<file path="src/rtl/skid_buf.sv">
// rtl/skid_buf.sv - two-entry reverse-registered valid/ready skid buffer
// Optional feature macro: SKID_STALL_CNT_EN (adds stall_cnt port and 32-bit saturating stall counter)

module skid_buf #(
  parameter int DW = 8
) (
  input  logic          clk,
  input  logic          rst,
  input  logic [DW-1:0] s_data,
  input  logic          valid_i,
  output logic          ready_o,
  output logic [DW-1:0] m_data,
  output logic          valid_o,
  input  logic          ready_i
`ifdef SKID_STALL_CNT_EN
  ,
  output logic [31:0]   stall_cnt
`endif
);

  // Occupancy: EMPTY = nothing held, BUSY = main only, FULL = main + skid.
  typedef enum logic [1:0] {
    EMPTY = 2'd0,
    BUSY  = 2'd1,
    FULL  = 2'd2
  } state_t;

  state_t        state_q, state_d;
  logic          ready_q, ready_d;
  logic [DW-1:0] main_q, main_d;
  logic [DW-1:0] sk_q, sk_d;

  logic in_hs;
  logic out_hs;

  // ready_o comes straight from a flop so downstream ready never reaches upstream combinationally.
  assign ready_o = ready_q;
  assign valid_o = (state_q != EMPTY);
  assign m_data  = main_q;

  assign in_hs  = valid_i & ready_q;
  assign out_hs = valid_o & ready_i;

  // Next-state and datapath steering; ready for next cycle follows the next state.
  always_comb begin
    state_d = state_q;
    main_d  = main_q;
    sk_d    = sk_q;
    ready_d = ready_q;
    unique case (state_q)
      EMPTY: begin
        if (in_hs) begin
          main_d  = s_data;
          state_d = BUSY;
        end
      end
      BUSY: begin
        if (in_hs && out_hs) begin
          main_d = s_data;
        end else if (in_hs) begin
          // Downstream stalled while a beat was in flight: park it in skid.
          sk_d    = s_data;
          state_d = FULL;
        end else if (out_hs) begin
          state_d = EMPTY;
        end
      end
      FULL: begin
        // ready_o is low here, so no new beat can arrive.
        if (out_hs) begin
          main_d  = sk_q;
          state_d = BUSY;
        end
      end
      default: begin
        state_d = EMPTY;
      end
    endcase
    ready_d = (state_d != FULL);
  end

  // State, ready and data registers with synchronous reset.
  always_ff @(posedge clk) begin
    if (rst) begin
      state_q <= EMPTY;
      ready_q <= 1'b1;
      main_q  <= '0;
      sk_q    <= '0;
    end else begin
      state_q <= state_d;
      ready_q <= ready_d;
      main_q  <= main_d;
      sk_q    <= sk_d;
    end
  end

`ifdef SKID_STALL_CNT_EN
  logic [31:0] stall_cnt_q, stall_cnt_d;

  assign stall_cnt = stall_cnt_q;

  // Count cycles where a beat is presented but refused; saturate instead of wrapping.
  always_comb begin
    stall_cnt_d = stall_cnt_q;
    if (valid_o && !ready_i && (stall_cnt_q != 32'hFFFF_FFFF)) begin
      stall_cnt_d = stall_cnt_q + 32'd1;
    end
  end

  // Stall counter register, cleared only by reset.
  always_ff @(posedge clk) begin
    if (rst) begin
      stall_cnt_q <= '0;
    end else begin
      stall_cnt_q <= stall_cnt_d;
    end
  end
`endif

endmodule
</file>
<file path="config.mk">
export PLATFORM = sky130hd
export DESIGN_NAME = skid_buf
export DESIGN_NICKNAME = d
export VERILOG_FILES = /design/src/rtl/skid_buf.sv
export SDC_FILE = /design/constraint.sdc
export NUM_CORES = 1
export LEC_CHECK = 0
export CAP_MARGIN = 20
export CORE_MARGIN = 10
export CORE_UTILIZATION = 47
export CTS_BUF_LIST = sky130_fd_sc_hd__clkbuf_16
export DETAILED_ROUTE_END_ITERATION = 10
export PLACE_DENSITY = 0.74
export RECOVER_POWER = 25
export SLEW_MARGIN = 20
export SYNTH_ARGS = -nofsm -noshare
export SYNTH_HDL_FRONTEND = slang
export SYNTH_SLANG_ARGS = --single-unit
</file>
<file path="constraint.sdc">
create_clock -name clk -period 1.4 [get_ports clk]
set_clock_uncertainty 0.1 [all_clocks]
set_input_delay 0.28 -clock clk [delete_from_list [all_inputs] [get_ports clk]]
set_output_delay 0.28 -clock clk [all_outputs]
set_load 0.02 [all_outputs]
</file>
# == Word level (Yosys, flattened, before mapping) ==
# Cells that the tools add are included.
# word_totals
output_inout_bits,10
regBits,19
elab_cells,29
# classes
eq_ne,6
bitwise,3
muxes,10
reduce_logical,6
# op_table
operator,count
$mux 8,3
$pmux 8 s3,1
$mux 2,5
$ne 2x2->1 const B,4
$pmux 2 s3,1
$reduce_and 4->1,1
$reduce_and 3->1,1
$reduce_bool 3->1,1
$and 1x1->1,2
$eq 2x1->1 const B,1
$eq 2x2->1 const B,1
$logic_not 2->1,1
$reduce_bool 2->1,1
$logic_and 1x1->1,1
$not 1->1,1

# == Logic depth before layout (Yosys ltp) ==
# Gate-level depths: netlist of run 1.
# depth
word_depth,7
ltp_mapped,5

# == Worst setup path after synthesis of run 1 ==
# Ideal clock, no wire load.
# synth_timing
kind,register to register
startpoint,"reg ready_q, in the netlist ready_o"
endpoint,reg sk_q[0]
required_time_ns,1.182
path_slack_ns,-0.066
path_stages_with_launch,6
arrival_ns,1.248
path_cell_list,dfxtp_1 > nand2_1 > nor4b_2 > buf_4 > mux2i_1 > nor2_1
# synth_between
elab_chain_len,4
# synth_lines
item,line,rtl
start: declaration,29,"logic ready_q, ready_d;"
start signal: assignment,91,ready_q <= ready_d;
$and 1x1->1 (*),41,assign in_hs = valid_i & ready_q;
$logic_and 1x1->1,58,if (in_hs && out_hs) begin
$not 1->1 (no source line),n/a,
$reduce_and 3->1 (no source line) (*),n/a,
end signal: assignment,93,sk_q <= sk_d;
end: declaration,31,"logic [DW-1:0] sk_q, sk_d;"
# Every way passes the cells marked *; elsewhere a longest branch is shown, timed or not.
# A chain may end at the register's enable or synchronous reset.

# == Final worst setup path of run 1 ==
# layout_timing
startpoint,"reg ready_q, in the netlist ready_o"
endpoint,reg sk_q[7]
# The elaborated chain is that of the path after synthesis.

==> reports/qor.txt, run 1 <==
commonest cells after routing, fill and taps aside -> 16 x dfxtp_1, 13 x mux2i_1, 12 x nor2_1, 11 x dlygate4sd2_1, 9 x clkdlybuf4s50_1
Finished Core Util -> 79.7%
TritonCTS Buffers -> 3
global-route wire length before repair -> 3.66 mm
leakage power -> 0.000585 µW
Power Dens Cells -> 1100 nW/µm²
share of cells above drive strength 1 -> 39.7%
H-tree Lvls -> 1
cts hold-fix bufs -> 0
Max transition margin -> 85.1%
min Tclk post-route -> 1.48 ns
Initial DRC Count -> 22
violated checks -> negative setup slack
FMAX -> 0.674 GHz
Layout area overhead -> 60.2%
post-synth net total -> 92
first-pass detailed-route iteration total -> 3
Initial Utilization -> 49.7%
vias in the first global route -> 773
area leader, netlist -> dfxtp_1
placed instance count -> 132
commonest non-fill, non-tap cell in the layout -> dfxtp_1
clk sinks -> 19
vias per std cell -> 5.11
Final WS setup -> -0.0836 ns
RD Place Congestion -> 0.802
peak supply drop -> 1.06 mV
Die X-Extent -> 63.0 µm
multi-input logic area -> 514 µm²
global route overflow -> 0
initial antenna violation count -> 0
Die H -> 63.0 µm
FF+latch count, synth -> 19
die area -> 3970 µm²
Routed Wire Length -> 2.47 mm
library cells used by synthesis -> 21
worst skew pair latency -> 0.25 ns
Antenna Diode Count -> 0
Root Driver -> clkbuf_16
worst hold slack -> 0.392 ns
antenna-violating nets left -> 0
fill cell total of the finished layout -> 114
pin count of the biggest net entering global routing -> 17
Placed Area -> 1180 µm²
total core area -> 1750 µm²
fin crit share -> 106%
CP Data Required Time -> 1.44 ns
final hold vios -> 0
# DRC -> 0
GRT Util Overall -> 11.1%
final std cells w/o fill -> 141
top cell type's share of synthesized area -> 43.8%
Yosys Warn Count -> 0
mapped cell area -> 868 µm²
worst slew pin tran -> 0.218 ns
CTS max path bufs -> 2
CP Class -> reg2reg
NumNets Final -> 129
Syn Area/Cell -> 10.9 µm²
Worst Setup End Kind -> flip-flop
final setup violation count -> 5
routed length per instance -> 17.5 µm
largest cells by area after synthesis -> dfxtp_1 44%, mux2i_1 18%, a211oi_2 12%
I/O pin count -> 22
run status -> complete, but fails checks
Vias -> 720
# rows -> 15
Slew Limit Fails -> 0
CP Data Arrival Time -> 1.52 ns
sequential fraction of the synthesis area -> 43.8%
cells after synthesis -> 80
Tot Pwr -> 1540 µW
Reg area -> 387 µm²
Final Cell Area -> 1390 µm²
Max Cap Violations -> 0
Worst-path clk slew -> 0.06 ns
TritonCTS clock tree -> yes
crit-path max FO -> 8
startpoint types -> flip-flop
worst min path class -> reg2reg
Final HPWL DP -> 1.48 mm
port bufs -> 21
RSZ-0062 raised after global routing -> yes
## sequential cells by signal, indices dropped and copies added, names as in the netlist
name and count:
ready_o 1, state_q 2, m_data 8, sk_q 8
## synthesized netlist by cell type
| library cell | n |
|---|---|
| nand3b_1 | 2 |
| a211oi_1 | 1 |
| nand4b_1 | 1 |
| nand2b_1 | 1 |
| or2_2 | 1 |
| buf_6 | 2 |
| nand4bb_1 | 1 |
| nand3_1 | 1 |
| dfxtp_1 | 19 |
| buf_2 | 1 |
| a21o_2 | 1 |
| nor2_2 | 2 |
| nand2_1 | 2 |
| nor4b_2 | 1 |
| nand3_2 | 1 |
| buf_4 | 2 |
| mux2i_1 | 16 |
| a211oi_2 | 8 |
| a31oi_1 | 1 |
| a211o_1 | 1 |
| nor2_1 | 15 |
## power by group
group,leakage [µW],total (µW),internal (µW),switching [µW]
Sequential,0.000157,601,577,23.5
Clock,0.0000409,577,382,195
Combinational,0.000388,359,185,174
Total,0.000585,1540,1140,393
## metrics by stage
step | setup TNS (ns) | setup slack (ns)
after detailed placement | -6.40 | -0.428
after global placement | -5.30 | -0.330
after global routing | -0.691 | -0.113
after CTS | -0.0304 | -0.0161
final | -0.169 | -0.0836
after floorplan | 0 | 0.0474
## routing by layer
metal / vias to the layer above / share of wire (%) / GRT usage [%]
met4: 0 / 1.3 / 3.35
met5: - / 0 / 0
met2: 15 / 52 / 18.7
met1: 341 / 42 / 12.6
li1: 360 / - / -
met3: 4 / 4.5 / 4.12
## worst max-delay path, cell delays in order, from the launching register on
cell,delay [ns]
dfxtp_4,0.37
nand2_4,0.06
nor4b_4,0.31
buf_6,0.20
mux2i_1,0.27
nor2_1,0.07
## logic make-up (layout without fill, tap and decap cells)
family                 Yosys count  count (layout)  share of synthesized area [%]
AND/OR/NAND/NOR                 28              28                           17.7
buffers and inverters            5              41                           4.90
multiplexers                    16              16                           18.4
AO/OA/AOI/OAI                   12              12                           15.1
flip-flops                      19              19                           43.8
## layout make-up
type | count | area share [%]
well taps | 25 | 2.25
clock buffers | 3 | 5.40
clock inverters | 1 | 0.360
flip-flops and latches | 19 | 27.8
multi-input cells | 56 | 37.0
repair buffers | 37 | 27.2
## final timing paths
path | from | endpoint | slack, ns | cells past startpoint
setup / recovery | ready_o | sk_q[7] | -0.08 | 5
hold / removal | sk_q[1] | sk_q[1] | 0.39 | 2
setup reg to reg | ready_o | sk_q[7] | -0.08 | 5
hold reg to reg | sk_q[1] | sk_q[1] | 0.39 | 2
## what timing repair did
action | CTS | global route
cloned | 0 | 1
endpoints found under the setup margin | 27 | 17
pin swaps | 2 | 10
gates resized for setup | 21 | 18
setup buffers | 1 | 3
endpoints found under the hold margin | 0 | 0
Power figures use the tool's default switching activity.
==> inputs of run 2 (changes only) <==
--- a/config.mk
+++ b/config.mk
@@ -5,6 +5,7 @@
 export SDC_FILE = /design/constraint.sdc
 export NUM_CORES = 1
 export LEC_CHECK = 0
+export ABC_CLOCK_PERIOD_IN_PS = 1400
 export CAP_MARGIN = 20
 export CORE_MARGIN = 10
 export CORE_UTILIZATION = 47
==> results of run 2 <==
Same layout as run 1: the final DEF is identical, and so are final timing and power.
